<file path="config.mk">
export PLATFORM = sky130hd
export DESIGN_NAME = weapons_fire_controller
export DESIGN_NICKNAME = d
export VERILOG_FILES = /design/src/rtl/weapons_pkg.sv /design/src/rtl/rr_arbiter.sv /design/src/rtl/weapons_fire_controller.sv
export SDC_FILE = /design/constraint.sdc
export NUM_CORES = 1
export LEC_CHECK = 0
export CORE_MARGIN = 1
export CORE_UTILIZATION = 50
export DETAILED_ROUTE_END_ITERATION = 7
export PLACE_DENSITY = 0.73
export SLEW_MARGIN = 20
export SYNTH_ARGS = -nofsm -noshare
export SYNTH_HDL_FRONTEND = slang
export SYNTH_SLANG_ARGS = --single-unit
</file>
<file path="constraint.sdc">
create_clock -name clk -period 3.2 [get_ports clk]
set_input_delay 0.64 -clock clk [delete_from_list [all_inputs] [get_ports clk]]
set_output_delay 0.64 -clock clk [all_outputs]
set_load 0.02 [all_outputs]
</file>
<file path="src/rtl/weapons_pkg.sv">
// Shared definitions for the weapons fire controller: FSM encoding,
// ship mode constants and default datapath sizing.
package weapons_pkg;

    typedef logic [1:0] fsm_state_t;

    localparam fsm_state_t ST_IDLE   = 2'b00;
    localparam fsm_state_t ST_FIRE   = 2'b01;
    localparam fsm_state_t ST_COOL   = 2'b10;
    localparam fsm_state_t ST_RELOAD = 2'b11;

    localparam logic [3:0] MODE_ATTACK = 4'b0010;

    localparam int DEFAULT_W        = 9;
    localparam int DEFAULT_MAX_AMMO = 500;

endpackage

</file>
<file path="src/rtl/rr_arbiter.sv">
// Round-robin requester selection: grants the first active request at or
// after the pointer, wrapping around the request vector.
module rr_arbiter #(
    parameter int N     = 3,
    parameter int PTR_W = 2
) (
    input  logic [N-1:0]     req,
    input  logic [PTR_W-1:0] ptr,
    output logic [N-1:0]     gnt,
    output logic             valid
);

    always_comb begin
        int idx;
        idx   = 0;
        gnt   = '0;
        valid = 1'b0;
        for (int i = 0; i < N; i++) begin
            idx = (int'(ptr) + i) % N;
            if (!valid && req[idx]) begin
                gnt[idx] = 1'b1;
                valid    = 1'b1;
            end
        end
    end

endmodule

</file>
<file path="src/rtl/weapons_fire_controller.sv">
// Magazine-sharing fire controller: arbitrates turret fire requests,
// enforces cooldown and reload timing, and flags illegal fire attempts.
module weapons_fire_controller
    import weapons_pkg::*;
#(
    parameter int N_TURRET      = 3,
    parameter int W             = DEFAULT_W,
    parameter int MAX_AMMO      = DEFAULT_MAX_AMMO,
    parameter int COOLDOWN      = 2,
    parameter int RELOAD_CYCLES = 4
) (
    input  logic                clk,
    input  logic                rst,
    input  logic [3:0]          mode_selector,
    input  logic [N_TURRET-1:0] fire_req,
    input  logic [W-1:0]        fire_rate,
    input  logic                reload_req,
    input  logic [W-1:0]        reload_amount,
    output logic [N_TURRET-1:0] fire_gnt,
    output logic [W-1:0]        ammo_count,
    output logic [1:0]          state,
    output logic                error
);

    localparam int PTR_W   = (N_TURRET > 1) ? $clog2(N_TURRET) : 1;
    localparam int CNT_MAX = (COOLDOWN > RELOAD_CYCLES) ? COOLDOWN : RELOAD_CYCLES;
    localparam int CNT_W   = (CNT_MAX > 1) ? $clog2(CNT_MAX + 1) : 1;

    logic [PTR_W-1:0]    ptr;
    logic [PTR_W-1:0]    win_idx;
    logic [PTR_W-1:0]    next_ptr;
    logic [CNT_W-1:0]    cnt;
    logic [W-1:0]        eff_rate;
    logic [W-1:0]        rate_lat;
    logic [N_TURRET-1:0] arb_gnt;
    logic                arb_vld;
    logic                fire_ok;
    logic                illegal;

    // Widened add so a large reload cannot wrap before the magazine clamp.
    function automatic logic [W-1:0] sat_add(input logic [W-1:0] a, input logic [W-1:0] b);
        logic [W:0] sum;
        sum = {1'b0, a} + {1'b0, b};
        if (sum > (W+1)'(MAX_AMMO))
            return W'(MAX_AMMO);
        return sum[W-1:0];
    endfunction

    rr_arbiter #(
        .N     (N_TURRET),
        .PTR_W (PTR_W)
    ) u_arb (
        .req   (fire_req),
        .ptr   (ptr),
        .gnt   (arb_gnt),
        .valid (arb_vld)
    );

    always_comb begin
        win_idx = '0;
        for (int i = 0; i < N_TURRET; i++)
            if (arb_gnt[i]) win_idx = PTR_W'(i);
    end

    assign next_ptr = (win_idx == PTR_W'(N_TURRET - 1)) ? '0 : win_idx + 1'b1;
    assign eff_rate = (fire_rate == '0) ? W'(1) : fire_rate;
    assign fire_ok  = arb_vld && (mode_selector == MODE_ATTACK) && (ammo_count >= eff_rate);

    assign illegal = (|fire_req) &&
                     ((mode_selector != MODE_ATTACK) ||
                      (state == ST_RELOAD) ||
                      ((state == ST_IDLE) && (ammo_count < eff_rate) && !reload_req));

    // Shot size is only consumed after a grant out of IDLE, so no reset needed.
    always_ff @(posedge clk) begin
        if (state == ST_IDLE) rate_lat <= eff_rate;
    end

    always_ff @(posedge clk) begin
        if (!rst) begin
            state      <= ST_IDLE;
            ammo_count <= '0;
            fire_gnt   <= '0;
            error      <= 1'b0;
            ptr        <= '0;
            cnt        <= '0;
        end else begin
            error    <= illegal;
            fire_gnt <= '0;
            case (state)
                ST_IDLE: begin
                    cnt <= '0;
                    if (reload_req) begin
                        state <= ST_RELOAD;
                    end else if (fire_ok) begin
                        state    <= ST_FIRE;
                        fire_gnt <= arb_gnt;
                        ptr      <= next_ptr;
                    end
                end
                ST_FIRE: begin
                    ammo_count <= ammo_count - rate_lat;
                    cnt        <= '0;
                    state      <= (COOLDOWN > 0) ? ST_COOL : ST_IDLE;
                end
                ST_COOL: begin
                    if (cnt == CNT_W'(COOLDOWN - 1)) begin
                        state <= ST_IDLE;
                        cnt   <= '0;
                    end else begin
                        cnt <= cnt + 1'b1;
                    end
                end
                default: begin
                    if (cnt == CNT_W'(RELOAD_CYCLES - 1)) begin
                        ammo_count <= sat_add(ammo_count, reload_amount);
                        state      <= ST_IDLE;
                        cnt        <= '0;
                    end else begin
                        cnt <= cnt + 1'b1;
                    end
                end
            endcase
        end
    end

endmodule

</file>
==> After elaboration in Yosys (flattened, before gate mapping) <==
Cells that the tools add are included.
{ "word_totals": {"regBits": 29, "latch_bits": 0, "ram_bits": 0, "mem_bits_ro": 0, "in_bits": 28, "output_inout_bits": 15, "memories": 0} }
{ "op_classes": {"add_sub_neg": 6, "n_mul": 0, "div_mod_pow": 3, "order_cmp": 9, "n_eq_ne": 10, "shift": 0, "mux": 41, "n_bitwise": 7, "n_reduce_logical": 27} }
{ "ops": {"columns": ["op", "n"], "rows": [
  ["greater-or-equal comparator 32 x 1 -> 1 bit, second input constant", 3],
  ["less-than comparator 32 x 4 -> 1 bit, second input constant", 3],
  ["remainder unit 32 x 3 -> 32 bit, second input constant", 2],
  ["2-to-1 mux 9 bit", 4],
  ["remainder unit 3 x 3 -> 32 bit, second input constant", 1],
  ["one-hot mux 9 bit (2 select lines)", 1],
  ["2-to-1 mux 1 bit", 17],
  ["2-to-1 mux 3 bit", 5],
  ["2-to-1 mux 2 bit", 6],
  ["adder 9 x 9 -> 10 bit", 1],
  ["> comparator 10 x 9 -> 1 bit, second input constant", 1],
  ["logical AND 1 bit", 10],
  ["greater-or-equal comparator 9 bit", 1],
  ["zero test 9 bit", 1],
  ["less-than comparator 9 bit", 1],
  ["subtractor 9 bit", 1],
  ["binary-select mux 1 bit (select 2 bit)", 3],
  ["demux 1 bit (select 2 bit)", 3],
  ["equality test 2 bit, second input constant", 3],
  ["OR 3 bit", 2],
  ["one-hot mux 2 bit (3 select lines)", 1],
  ["one-hot mux 3 bit (2 select lines)", 1],
  ["AND reduction 3 bit", 2],
  ["OR reduction 3 bit", 2],
  ["20 further kinds", 28]
]} }

==> Logic depth before layout (Yosys ltp) <==
{ "logic_depth": {"ltp_word": 16, "depth_mapped": 10, "mapped_depth_nobuf": 10} }

==> Cells and area by module <==
Synthesis repeated with hierarchy kept, for this count alone.
{ "unflattened": {"hier_cells": 317, "area_unflattened_um2": 2731.4} }
{ "modules_own_cells": {"columns": ["module", "n_inst", "cells_each", "area_each_um2"], "rows": [
  ["weapons_fire_controller", 1, 276, 2423.6],
  ["rr_arbiter", 1, 41, 307.8]
]} }

==> Worst setup path after synthesis <==
OpenSTA, ideal clock, no wires.
{ "synth_timing": {"path_kind": "input -> register", "startpoint": "input reload_amount[0]", "endpoint": "register ammo_count[0]", "setup_time_ns": 0.146, "t_arrival_ns": 2.604, "required_ns": 3.054, "path_slack_ns": 0.450, "stages": 10, "path_buffers": 0, "cell_sequence": "ha_1 -> inv_1 -> fa_1 -> nor2b_1 -> or2_2 -> a211oi_1 -> a21oi_1 -> xnor2_1 -> o41ai_1 -> a31oi_1"} }
{ "synth_between": {"elab_chain_cells": 9} }
{ "synth_lines": {"columns": ["item", "line", "source"], "rows": [
  ["start, declared", "weapons_fire_controller.sv:18", "input logic [W-1:0] reload_amount,"],
  ["adder 9 x 9 -> 10 bit (*)", "weapons_fire_controller.sv:43", "sum = {1'b0, a} + {1'b0, b};"],
  ["> comparator 10 x 9 -> 1 bit", "weapons_fire_controller.sv:44", "if (sum > (W+1)'(MAX_AMMO))"],
  ["2-to-1 mux 1 bit", "weapons_fire_controller.sv:44", null],
  ["2-to-1 mux 1 bit", "weapons_fire_controller.sv:115", "if (cnt == CNT_W'(RELOAD_CYCLES - 1)) begin"],
  ["2-to-1 mux 1 bit", "weapons_fire_controller.sv:90", "case (state)"],
  ["2-to-1 mux 1 bit", "weapons_fire_controller.sv:80", "if (!rst) begin"],
  ["2-to-1 mux 9 bit (*)", "weapons_fire_controller.sv:46", "return sum[W-1:0];"],
  ["2-to-1 mux 9 bit (*)", "weapons_fire_controller.sv:115", null],
  ["one-hot mux 9 bit (2 select lines) (*)", "weapons_fire_controller.sv:90", null],
  ["end signal, assigned", "weapons_fire_controller.sv:102", "ammo_count <= ammo_count - rate_lat;"],
  ["end signal, assigned", "weapons_fire_controller.sv:116", "ammo_count <= sat_add(ammo_count, reload_amount);"],
  ["end, declared", "weapons_fire_controller.sv:20", "output logic [W-1:0] ammo_count,"]
]} }
Mark *: on every way between the ends. The rest lies on a longest branch, timed or not. The select of a mux whose other input is x is not followed.
A chain may end at the register's enable or synchronous reset.

==> Worst setup path in the final report <==
{ "layout_timing": {"startpoint": "input fire_rate[3]", "endpoint": "register fire_gnt[2]"} }
{ "layout_between": {"elab_chain_cells": 6} }
{ "layout_lines": {"columns": ["item", "line", "source"], "rows": [
  ["start, declared", "weapons_fire_controller.sv:16", "input logic [W-1:0] fire_rate,"],
  ["zero test 9 bit", "weapons_fire_controller.sv:66", "assign eff_rate = (fire_rate == '0) ? W'(1) : fire_rate;"],
  ["2-to-1 mux 9 bit", "weapons_fire_controller.sv:66", null],
  ["via eff_rate[0]", "weapons_fire_controller.sv:33", "logic [W-1:0] eff_rate;"],
  ["greater-or-equal comparator 9 bit", "weapons_fire_controller.sv:67", "assign fire_ok = arb_vld && (mode_selector == MODE_ATTACK) && (ammo_count >= eff_rate);"],
  ["logical AND 1 bit", "weapons_fire_controller.sv:67", null],
  ["NOT 1 bit (no line)", null, null],
  ["OR reduction 4 bit (no line)", null, null],
  ["end signal, assigned", "weapons_fire_controller.sv:97", "fire_gnt <= arb_gnt;"],
  ["end, declared", "weapons_fire_controller.sv:19", "output logic [N_TURRET-1:0] fire_gnt,"]
]} }
The timed path passes the listed nets, and every way through them passes these cells.

==> results.toml <==
[setup_path]
crit_chain = "clkdlybuf4s50_1 -> nor4_2 -> a41o_1 -> ha_1 -> nor2b_1 -> o21ai_1 -> a21oi_1 -> o41a_2 -> o31ai_4 -> buf_4 -> nor2_1 -> and3_1"
worstSetupPathType = "input pin to register"
crit_path_end_kind = "register"
critPathBufInv = 2
critPathSlowestCell = "o41a_2"
r2r_start = "ptr[0]"
startpoint = "fire_rate[3]"
startpoint_type = "input pin"
crit_family = "compound AO/OA/AOI/OAI gates"
crit_arrival_ns = 3.13
slowest_delay_ns = 0.47
cp_max_fo = 4
worstPathRequired_ns = 3.37

[timing]
drv_slew = 0
worst_slack_ns = 0.238
layout_min_cycle_time_ns = 2.96
whs_ns = 0.454
fin_crit_sh = 0.925
max_slew_margin = 0.508
worst_pin_slew_ns = 0.736
rsz0062_at_grt = "false"
setup_viol = 0
fin_setup_tns_ns = 0
hold_violations = 0
fmax_mhz = 338
skew_ns = 0.00724

[place]
pre_cts_ws_ns = -0.178
hpwl_um = 4590
place.gp.congestion = 0.853
io_buffers = 42

[job]
cap_viol_max_count = 0

[layout]
layout_commonest_cell = "clkdlybuf4s50_1"
num-nets-final = 424
syn_to_final_growth_pct = 23.6
drive_gt1_frac = 0.101
antennaDiodeCount = 0
fin_util = 0.639
layout_common_cells = "clkdlybuf4s50_1, ha_1, inv_1"

[worst_hold_path]
min_from = "cnt[0]"
hp-class = "register to register"

[cts]
clock-sinks = 29
clk_latency_ns = 0.28
cts.clk_slew.worst_paths_ns = 0.06
cts-htree-levels = 2
cts-root-buf = "clkbuf_8"
hold_buffers = 0
cts_tree = "yes"
cts_buffer_depth = 2
cts_inserted_buffers = 5

[routing]
drtIter0Drc = 57
avgRoutedWirePerCell_um = 13.5
remaining_drc_errors = 0
first_pass_iters = 5
viasPerCell = 5.46
num_vias = 2333
routed_wl_um = 5760
drtAntennaViolNets = 0

[pwr]
peakVddDrop_v = 0.000313
p_leak_nw = 1.41
power.density_mw_per_mm2 = 564

[grt]
grt-ovfl-total = 0
grt_pass1_wl_um = 9720
grt_pass1_vias = 2314
grt_usage = 0.225
grt_start_max_net_pins = 21
grt_antenna_before_repair = 0

[yosys]
synth_edf_count = 9
yosysSeqAreaShare = 0.254
synth_cell_types = 63
yosysWarnings = 0
synthArstFlopShare = 0
synth_cells = 308
syn-mean-instance-area_um2 = 8.57
syn-cell-area_mm2 = 0.00264
synthesis.nets = 376
ys_seq_elements = 29
synthFlopType = "dfxtp_1"

[floorplanning]
coreArea_mm2 = 0.00511
die_w_um = 74.7
row_count = 26
io_pins = 43
fp.dieArea_mm2 = 0.00557
die_h_um = 74.7
start_util = 0.517

[outcome]
status = "complete, no violations"
-- per-stage QoR --
stage                     power, mW  instances  cell area, µm²
after floorplan                1.23        308            2640
after global placement         1.51        419            3170
after detailed placement       1.53        419            3170
after CTS                      1.85        427            3260
after global routing           2.00        427            3260
final                          1.84        427            3260
-- state kept, by name, indices dropped and copies added (netlist names) --
| signal | flops |
|---|---|
| ammo_count | 9 |
| rate_lat | 9 |
| cnt | 3 |
| fire_gnt | 3 |
| ptr | 2 |
| state | 2 |
| error | 1 |
-- cell usage after synthesis, drive strengths merged (3+ instances only) --
cell type / instances / area [µm²]
ha: 38 / 475
clkbuf: 13 / 61.3
a21boi: 5 / 37.5
o31ai: 4 / 43.8
buf: 5 / 48.8
nor2b: 13 / 81.3
o22ai: 4 / 25.0
a31oi: 9 / 56.3
o211ai: 5 / 37.5
inv: 35 / 131
a22o: 4 / 35.0
a21o: 3 / 23.8
a21oi: 17 / 88.8
nor3: 4 / 20.0
a211oi: 5 / 37.5
o21a: 3 / 22.5
xor2: 5 / 43.8
xnor2: 7 / 61.3
nor2: 21 / 78.8
edfxtp: 9 / 270
nand2: 14 / 52.6
nor4: 3 / 18.8
nand2b: 6 / 37.5
dfxtp: 20 / 400
o21ai: 13 / 65.1
nand3: 5 / 25.0
-- cell type report --
| class | instances | area [µm²] |
|---|---|---|
| well taps | 70 | 87.6 |
| flip-flops and latches | 29 | 671 |
| inverters | 35 | 131 |
| clock buffers | 6 | 82.6 |
| fillers | 466 | 1840 |
| repair buffers | 59 | 548 |
| multi-input cells | 226 | 1730 |
| clock inverters | 2 | 8.76 |
-- power by group --
| part | switching [mW] | internal (mW) |
|---|---|---|
| logic | 0.526 | 0.454 |
| registers | 0.0653 | 0.478 |
| clock network | 0.146 | 0.170 |
| total | 0.737 | 1.10 |
-- timing repair --
action / in CTS / in global routing
buffers inserted: 0 / 0
resized for setup: 0 / 2
endpoints found under the setup margin: 0 / 5
-- worst paths after layout --
kind / end / slack (ns) / cells past startpoint
worst max register to register: ptr[1] / 0.69 / 8
worst max-delay path: fire_gnt[2] / 0.24 / 12
worst min register to register: cnt[0] / 0.45 / 1
worst min-delay path: cnt[0] / 0.45 / 1
-- metal layers --
| layer | part of all wire | wire length (µm) | track usage |
|---|---|---|---|
| met5 | 0 | 0 | 0 |
| met1 | 0.44 | 2550 | 0.254 |
| met2 | 0.51 | 2940 | 0.429 |
| met4 | 0.017 | 96 | 0.0755 |
| met3 | 0.031 | 177 | 0.0335 |
-- logic make-up (layout without fill, tap and decap cells) --
group | Yosys count | count (layout) | share of synthesized area
AO/OA/AOI/OAI | 92 | 92 | 0.251
multiplexers | 2 | 2 | 0.00758
XOR/XNOR | 12 | 12 | 0.0398
adder cells (fa/ha/maj) | 41 | 41 | 0.199
AND/OR/NAND/NOR | 79 | 79 | 0.157
buffers and inverters | 53 | 102 | 0.0915
flip-flops | 29 | 29 | 0.254
No activity file was read; power rests on OpenSTA's default activity.
